<file path="src/rtl/dcm_seq_pkg.sv">
// Shared constants for the DCM reset sequencer: state encoding, parameter
// defaults and the counter sizing helper.
package dcm_seq_pkg;

  localparam int DEF_RST_PULSE_CYCLES    = 8;
  localparam int DEF_LOCK_TIMEOUT_CYCLES = 65536;
  localparam int DEF_SETTLE_CYCLES       = 1024;
  localparam int DEF_MAX_RETRIES         = 3;

  localparam int STATE_W = 3;
  localparam logic [STATE_W-1:0] ST_RST_DCM   = 3'd0;
  localparam logic [STATE_W-1:0] ST_WAIT_LOCK = 3'd1;
  localparam logic [STATE_W-1:0] ST_SETTLE    = 3'd2;
  localparam logic [STATE_W-1:0] ST_RUN       = 3'd3;
  localparam logic [STATE_W-1:0] ST_FLT       = 3'd4;

  typedef logic [1:0] retry_cnt_t;

  // One shared counter must hold the largest of the three cycle parameters.
  function automatic int cnt_width(input int a, input int b, input int c);
    int m;
    m = (a > b) ? a : b;
    m = (m > c) ? m : c;
    return $clog2(m) + 1;
  endfunction

endpackage

</file>
<file path="src/rtl/sync2.sv">
// Two-flop synchronizer for a single asynchronous level input.
module sync2 (
  input  logic clk,
  input  logic rst_n,
  input  logic d,
  output logic q
);

  logic r_meta;
  logic r_sync;

  always_ff @(posedge clk or negedge rst_n) begin
    if (!rst_n) begin
      r_meta <= 1'b0;
      r_sync <= 1'b0;
    end else begin
      r_meta <= d;
      r_sync <= r_meta;
    end
  end

  assign q = r_sync;

endmodule

</file>
<file path="src/rtl/dcm_reset_sequencer.sv">
// Sequences DCM reset, lock wait and settle before releasing the DCM-clocked
// domain reset; retries on lock failure and latches FAULT after the last try.
//
// state      | meaning
// RST_DCM    | DCM held in reset for RST_PULSE_CYCLES
// WAIT_LOCK  | DCM released, waiting for synchronized lock
// SETTLE     | lock seen, must hold SETTLE_CYCLES before release
// RUN        | system reset released, READY high
// FLT        | retries exhausted, DCM held in reset until RESTART
module dcm_reset_sequencer
  import dcm_seq_pkg::*;
#(
  parameter int RST_PULSE_CYCLES    = DEF_RST_PULSE_CYCLES,
  parameter int LOCK_TIMEOUT_CYCLES = DEF_LOCK_TIMEOUT_CYCLES,
  parameter int SETTLE_CYCLES       = DEF_SETTLE_CYCLES,
  parameter int MAX_RETRIES         = DEF_MAX_RETRIES
) (
  input  logic       CLK_IN,
  input  logic       RESET_N,
  input  logic       DCM_LOCKED,
  input  logic       RESTART,
  output logic       DCM_RESET,
  output logic       SYS_RESET_N,
  output logic       READY,
  output logic       FAULT,
  output retry_cnt_t RETRY_CNT
);

  localparam int CW = cnt_width(RST_PULSE_CYCLES, LOCK_TIMEOUT_CYCLES, SETTLE_CYCLES);
  localparam logic [CW-1:0] C_RST_LAST    = CW'(RST_PULSE_CYCLES - 1);
  localparam logic [CW-1:0] C_LOCK_LAST   = CW'(LOCK_TIMEOUT_CYCLES - 1);
  localparam logic [CW-1:0] C_SETTLE_DONE = CW'(SETTLE_CYCLES);
  localparam logic [CW-1:0] C_SAT         = '1;
  localparam retry_cnt_t    C_MAX_RETRY   = retry_cnt_t'(MAX_RETRIES);

  logic               w_lock_s;
  logic               w_fail;
  logic [STATE_W-1:0] r_state;
  logic [STATE_W-1:0] w_state_nxt;
  logic [CW-1:0]      r_cnt;
  retry_cnt_t         r_retry;
  retry_cnt_t         w_retry_nxt;
  logic               r_dcm_reset;
  logic               r_sys_reset_n;
  logic               r_ready;
  logic               r_fault;

  sync2 u_lock_sync (
    .clk   (CLK_IN),
    .rst_n (RESET_N),
    .d     (DCM_LOCKED),
    .q     (w_lock_s)
  );

  always_comb begin
    w_state_nxt = r_state;
    w_retry_nxt = r_retry;
    w_fail      = 1'b0;
    if (RESTART) begin
      w_state_nxt = ST_RST_DCM;
      w_retry_nxt = '0;
    end else begin
      case (r_state)
        ST_RST_DCM: begin
          if (r_cnt == C_RST_LAST) w_state_nxt = ST_WAIT_LOCK;
        end
        ST_WAIT_LOCK: begin
          if (w_lock_s)                 w_state_nxt = ST_SETTLE;
          else if (r_cnt == C_LOCK_LAST) w_fail     = 1'b1;
        end
        // Exit at count SETTLE_CYCLES gives SETTLE_CYCLES+3 edges from the
        // first sampled lock to release, including the two synchronizer stages.
        ST_SETTLE: begin
          if (!w_lock_s)                   w_fail      = 1'b1;
          else if (r_cnt == C_SETTLE_DONE) w_state_nxt = ST_RUN;
        end
        ST_RUN: begin
          if (!w_lock_s) w_state_nxt = ST_RST_DCM;
        end
        ST_FLT:  w_state_nxt = ST_FLT;
        default: w_state_nxt = ST_RST_DCM;
      endcase

      if (w_fail) begin
        if (r_retry < C_MAX_RETRY) begin
          w_state_nxt = ST_RST_DCM;
          w_retry_nxt = r_retry + 2'd1;
        end else begin
          w_state_nxt = ST_FLT;
        end
      end

      if (w_state_nxt == ST_RUN) w_retry_nxt = '0;
    end
  end

  // Outputs are registered from the next state so they change on the same
  // edge as the state register.
  always_ff @(posedge CLK_IN or negedge RESET_N) begin
    if (!RESET_N) begin
      r_state       <= ST_RST_DCM;
      r_cnt         <= '0;
      r_retry       <= '0;
      r_dcm_reset   <= 1'b1;
      r_sys_reset_n <= 1'b0;
      r_ready       <= 1'b0;
      r_fault       <= 1'b0;
    end else begin
      r_state <= w_state_nxt;
      r_retry <= w_retry_nxt;
      if (RESTART || (w_state_nxt != r_state)) r_cnt <= '0;
      else if (r_cnt != C_SAT)                 r_cnt <= r_cnt + 1'b1;
      r_dcm_reset   <= (w_state_nxt == ST_RST_DCM) || (w_state_nxt == ST_FLT);
      r_sys_reset_n <= (w_state_nxt == ST_RUN);
      r_ready       <= (w_state_nxt == ST_RUN);
      r_fault       <= (w_state_nxt == ST_FLT);
    end
  end

  assign DCM_RESET   = r_dcm_reset;
  assign SYS_RESET_N = r_sys_reset_n;
  assign READY       = r_ready;
  assign FAULT       = r_fault;
  assign RETRY_CNT   = r_retry;

endmodule

</file>
<file path="config.mk">
export PLATFORM = sky130hd
export DESIGN_NAME = dcm_reset_sequencer
export DESIGN_NICKNAME = d
export VERILOG_FILES = /design/src/rtl/dcm_seq_pkg.sv /design/src/rtl/sync2.sv /design/src/rtl/dcm_reset_sequencer.sv
export SDC_FILE = /design/constraint.sdc
export NUM_CORES = 1
export LEC_CHECK = 0
export BUFFER_PORTS_ARGS = -buffer_cell sky130_fd_sc_hd__buf_2
export CAP_MARGIN = 20
export CELL_PAD_IN_SITES_DETAIL_PLACEMENT = 2
export CELL_PAD_IN_SITES_GLOBAL_PLACEMENT = 2
export CORE_ASPECT_RATIO = 0.75
export CORE_UTILIZATION = 37
export DETAILED_ROUTE_END_ITERATION = 8
export PLACE_DENSITY_LB_ADDON = 0.1
export SLEW_MARGIN = 40
export SYNTH_ARGS = -nofsm -noshare
export SYNTH_HDL_FRONTEND = slang
export SYNTH_HIERARCHICAL = 1
export SYNTH_SLANG_ARGS = --single-unit
export TNS_END_PERCENT = 100
</file>
<file path="constraint.sdc">
create_clock -name CLK_IN -period 2.5 [get_ports CLK_IN]
set_input_delay 0.5 -clock CLK_IN [delete_from_list [all_inputs] [get_ports CLK_IN]]
set_output_delay 0.5 -clock CLK_IN [all_outputs]
set_load 0.01 [all_outputs]
</file>
==> out/results.txt <==
Nets@finish - 182
Initial antenna violation count - 0
R2R cell count - 9
Most common cell after layout, fill and taps aside - nor2_1
CP startpoint kind - flop
CP Launch Point - r_cnt[0]$_DFFE_PN0P_
Vias - 1254
CTS sink cnt - 27
CTS Buf Count - 3
Critical path class - flop to flop
Post-synthesis adder-cell area fraction - 0.04098
Post-synth top area cell - dfrtp_1
Final setup fails - 0
Reg-to-Reg Start - r_cnt[0]$_DFFE_PN0P_
CTS H-tree lvls - 1
Maximum fanout along the worst path - 17
Post-synthesis simple-gate area fraction - 0.2713
Critical Path RT - 2690 ps
Synth Warn # - 6
Worst skew pair latency - 280 ps
Post-CTS Hold Buffers - 0
CORE AREA - 3804 sq um
Die height - 57.63 um
Worst Tran Pin Value - 611.8 ps
P_int - 0.5722 mW
DR pass1 iterations - 4
Clock slew at reported path FFs - 90 ps
Initial DRC count - 50
Seq pwr share - 0.601
Gr ovfl total - 0
Root buf cell - clkbuf_8
Routed Antenna Nets - 0
Pleak - 0.6972 nW
Mux cell area share after synthesis - 0.01311
CP arrival - 2490 ps
Fmax - 434.9 MHz
Post-synthesis cell type count - 38
Synth Area in XOR/XNOR - 0.09180
Logic pwr share - 0.065
Final std cell area, no fill - 1673 sq um
Slew headroom - 0.5921
Sequential-to-total area share from yosys stat - 0.4434
P per Cell Area - 451.4 nW/um^2
DP Area - 1623 sq um
Compound-gate portion of the synthesized area - 0.09836
Synth top area share - 0.4262
Fraction of layout cells with a size suffix above 1 - 0.1221
Die area - 4389 sq um
I/O Buffers - 9
Largest net degree at the start of global routing - 28
Cells after DPL - 220
CTS tree - built
Drt drc - 0
Setup_tns - 0 ps
Commonest cells after routing, fill and taps aside - nor2_1 (26), dfrtp_1 (25), nand2_1 (10), xnor2_1 (10)
Syn_nets - 173
Layout fillers - 437
Worst hold slack - 223.6 ps
Clock power share - 0.335
Post-Syn Instances - 164
Clock skew - 3.729 ps
Die width - 76.17 um
Net Switching - 0.1830 mW
CP endpoint kind - flop
Area Growth Syn to Fin - 9.590%
Initial core utilization - 0.4013
Post-DP HPWL - 3036 um
VDD IR max - 0.3179 mV
Synth Cell Area - 1526 sq um
I/O pin cnt - 10
Overall routing resource usage - 0.2030
Synth area leaders - dfrtp_1 (43%), nor2_1 (6.4%), xnor2_1 (5.7%), ha_1 (4.1%), xor2_1 (3.4%)
WL final - 3928 um
Largest family of logic cells by synthesized area - simple AND/OR/NAND/NOR gates
Sw frac - 0.2423
First-pass GRT wire length - 6782 um
Max-capacitance violation count - 0
Max Buffers Root-to-Sink - 2
Class of the worst hold path - primary input to asynchronous set/reset pin
Status - finished clean
Routed WL per cell - 17.54 um
Antenna cells - 0
Syn_area_per_cell - 9.308 sq um
Drt via density - 5.598
Placer Congestion - 0.8052
Hold Fails Final Rpt - 0
Vias in the first global route - 1336
Final Cycle Share - 0.9197
Placement Rows - 19
Number of slew-limit violations in the final report - 0
Unrepaired setup endpoints after global routing - no
Minimum clock period - 2299 ps
Non-filler cells, final - 224
#FFs+latches synth - 27
## final timing paths
path / end / slack [ps]
min in group CLK_IN: u_lock_sync/r_meta$_DFF_PN0_ / 320
max in group asynchronous: r_cnt[2]$_DFFE_PN0P_ / 1840
hold / removal: RETRY_CNT[0]$_DFFE_PN0P_ / 220
setup / recovery: r_cnt[1]$_DFFE_PN0P_ / 200
hold reg to reg: u_lock_sync/q$_DFF_PN0_ / 370
setup reg to reg: r_cnt[1]$_DFFE_PN0P_ / 200
## power by group through the flow
stage / combinational (mW) / clock [mW] / sequential, mW
floorplan: 0.0312 / 0 / 0.456
global placement: 0.0468 / 0 / 0.460
detailed placement: 0.0499 / 0 / 0.462
CTS: 0.0502 / 0.265 / 0.453
global route: 0.0563 / 0.281 / 0.454
finish: 0.0488 / 0.253 / 0.454
## area by class of cell
type                       instances  area, sq um  area share
sequential                        27        678.2      0.4054
clock inverter                     1        7.507    0.004488
clock buffer                       3        41.29     0.02468
multi-input combinational        122        787.0      0.4705
inverter                           7        26.28     0.01571
tap                               52        65.06     0.03889
timing repair buffer              12        67.56     0.04039
## per-layer routing
metal	vias up	part of all wire	global-route usage
li1	592	-	-
met1	646	0.52	0.2790
met2	12	0.45	0.3390
met3	4	0.022	0.04409
met4	0	0.0053	0.03571
met5	-	0	0
## critical path: stages, from the launching register on
cell and delay [ps]:
dfrtp_1 470, ha_1 270, nand2_1 80, nor2_1 60, ha_1 250, or3_1 330, a21oi_1 200, o221ai_2 130
buf_4 210, nor3_1 220
## timing repair
item / 4_1_cts / 5_1_grt
endpoints found under the setup margin: 0 / 1
resized for setup: 0 / 1
setup buffers: 0 / 0
## synth_stat cells
| cell | instances |
|---|---|
| dfstp_2 | 1 |
| and4_1 | 2 |
| buf_2 | 2 |
| inv_1 | 7 |
| a21o_1 | 2 |
| or2_2 | 1 |
| o21ai_0 | 2 |
| nand4_1 | 7 |
| and3b_1 | 1 |
| nand3_1 | 4 |
| o22a_1 | 1 |
| nand2_1 | 10 |
| a311o_1 | 1 |
| a211o_1 | 2 |
| a2bb2oi_1 | 1 |
| nor4_1 | 8 |
| nor3_1 | 9 |
| o32a_1 | 1 |
| a211oi_2 | 1 |
| mux2i_1 | 2 |
| xnor2_1 | 10 |
| or3b_1 | 1 |
| a221o_1 | 1 |
| and2_1 | 1 |
| dfrtp_1 | 26 |
| buf_4 | 1 |
| xor2_1 | 6 |
| clkbuf_1 | 5 |
| o221ai_2 | 1 |
| a211oi_1 | 1 |
| nand2b_1 | 4 |
| nor2_1 | 26 |
| or3_1 | 1 |
| a21oi_1 | 5 |
| nand4b_1 | 1 |
| nand3b_1 | 3 |
| ha_1 | 5 |
| or4b_1 | 1 |
## cells by family after synthesis
kind of cell | count (synthesis)
AOI/OAI and AO/OA | 19
and+or+nand+nor | 80
DFF | 27
buffers and inverters | 15
xor gates and xnor gates | 16
adders and majority gates | 5
muxes | 2
## metrics by stage
step | worst slack (ps) | power [mW] | utilization
after floorplan | 379.1 | 0.4877 | -
after global placement | 371.5 | 0.5071 | 0.4266
after detailed placement | 187.0 | 0.5115 | 0.4266
after CTS | 164.0 | 0.7685 | 0.4395
after global routing | 31.75 | 0.7914 | 0.4398
final | 200.6 | 0.7552 | 0.4398
## state kept, by name, indices dropped and copies added, names as in the netlist
name                count
r_cnt                  17
r_state                 3
RETRY_CNT               2
DCM_RESET               1
FAULT                   1
READY                   1
u_lock_sync/q           1
u_lock_sync/r_meta      1
Power figures use the tool's default switching activity.
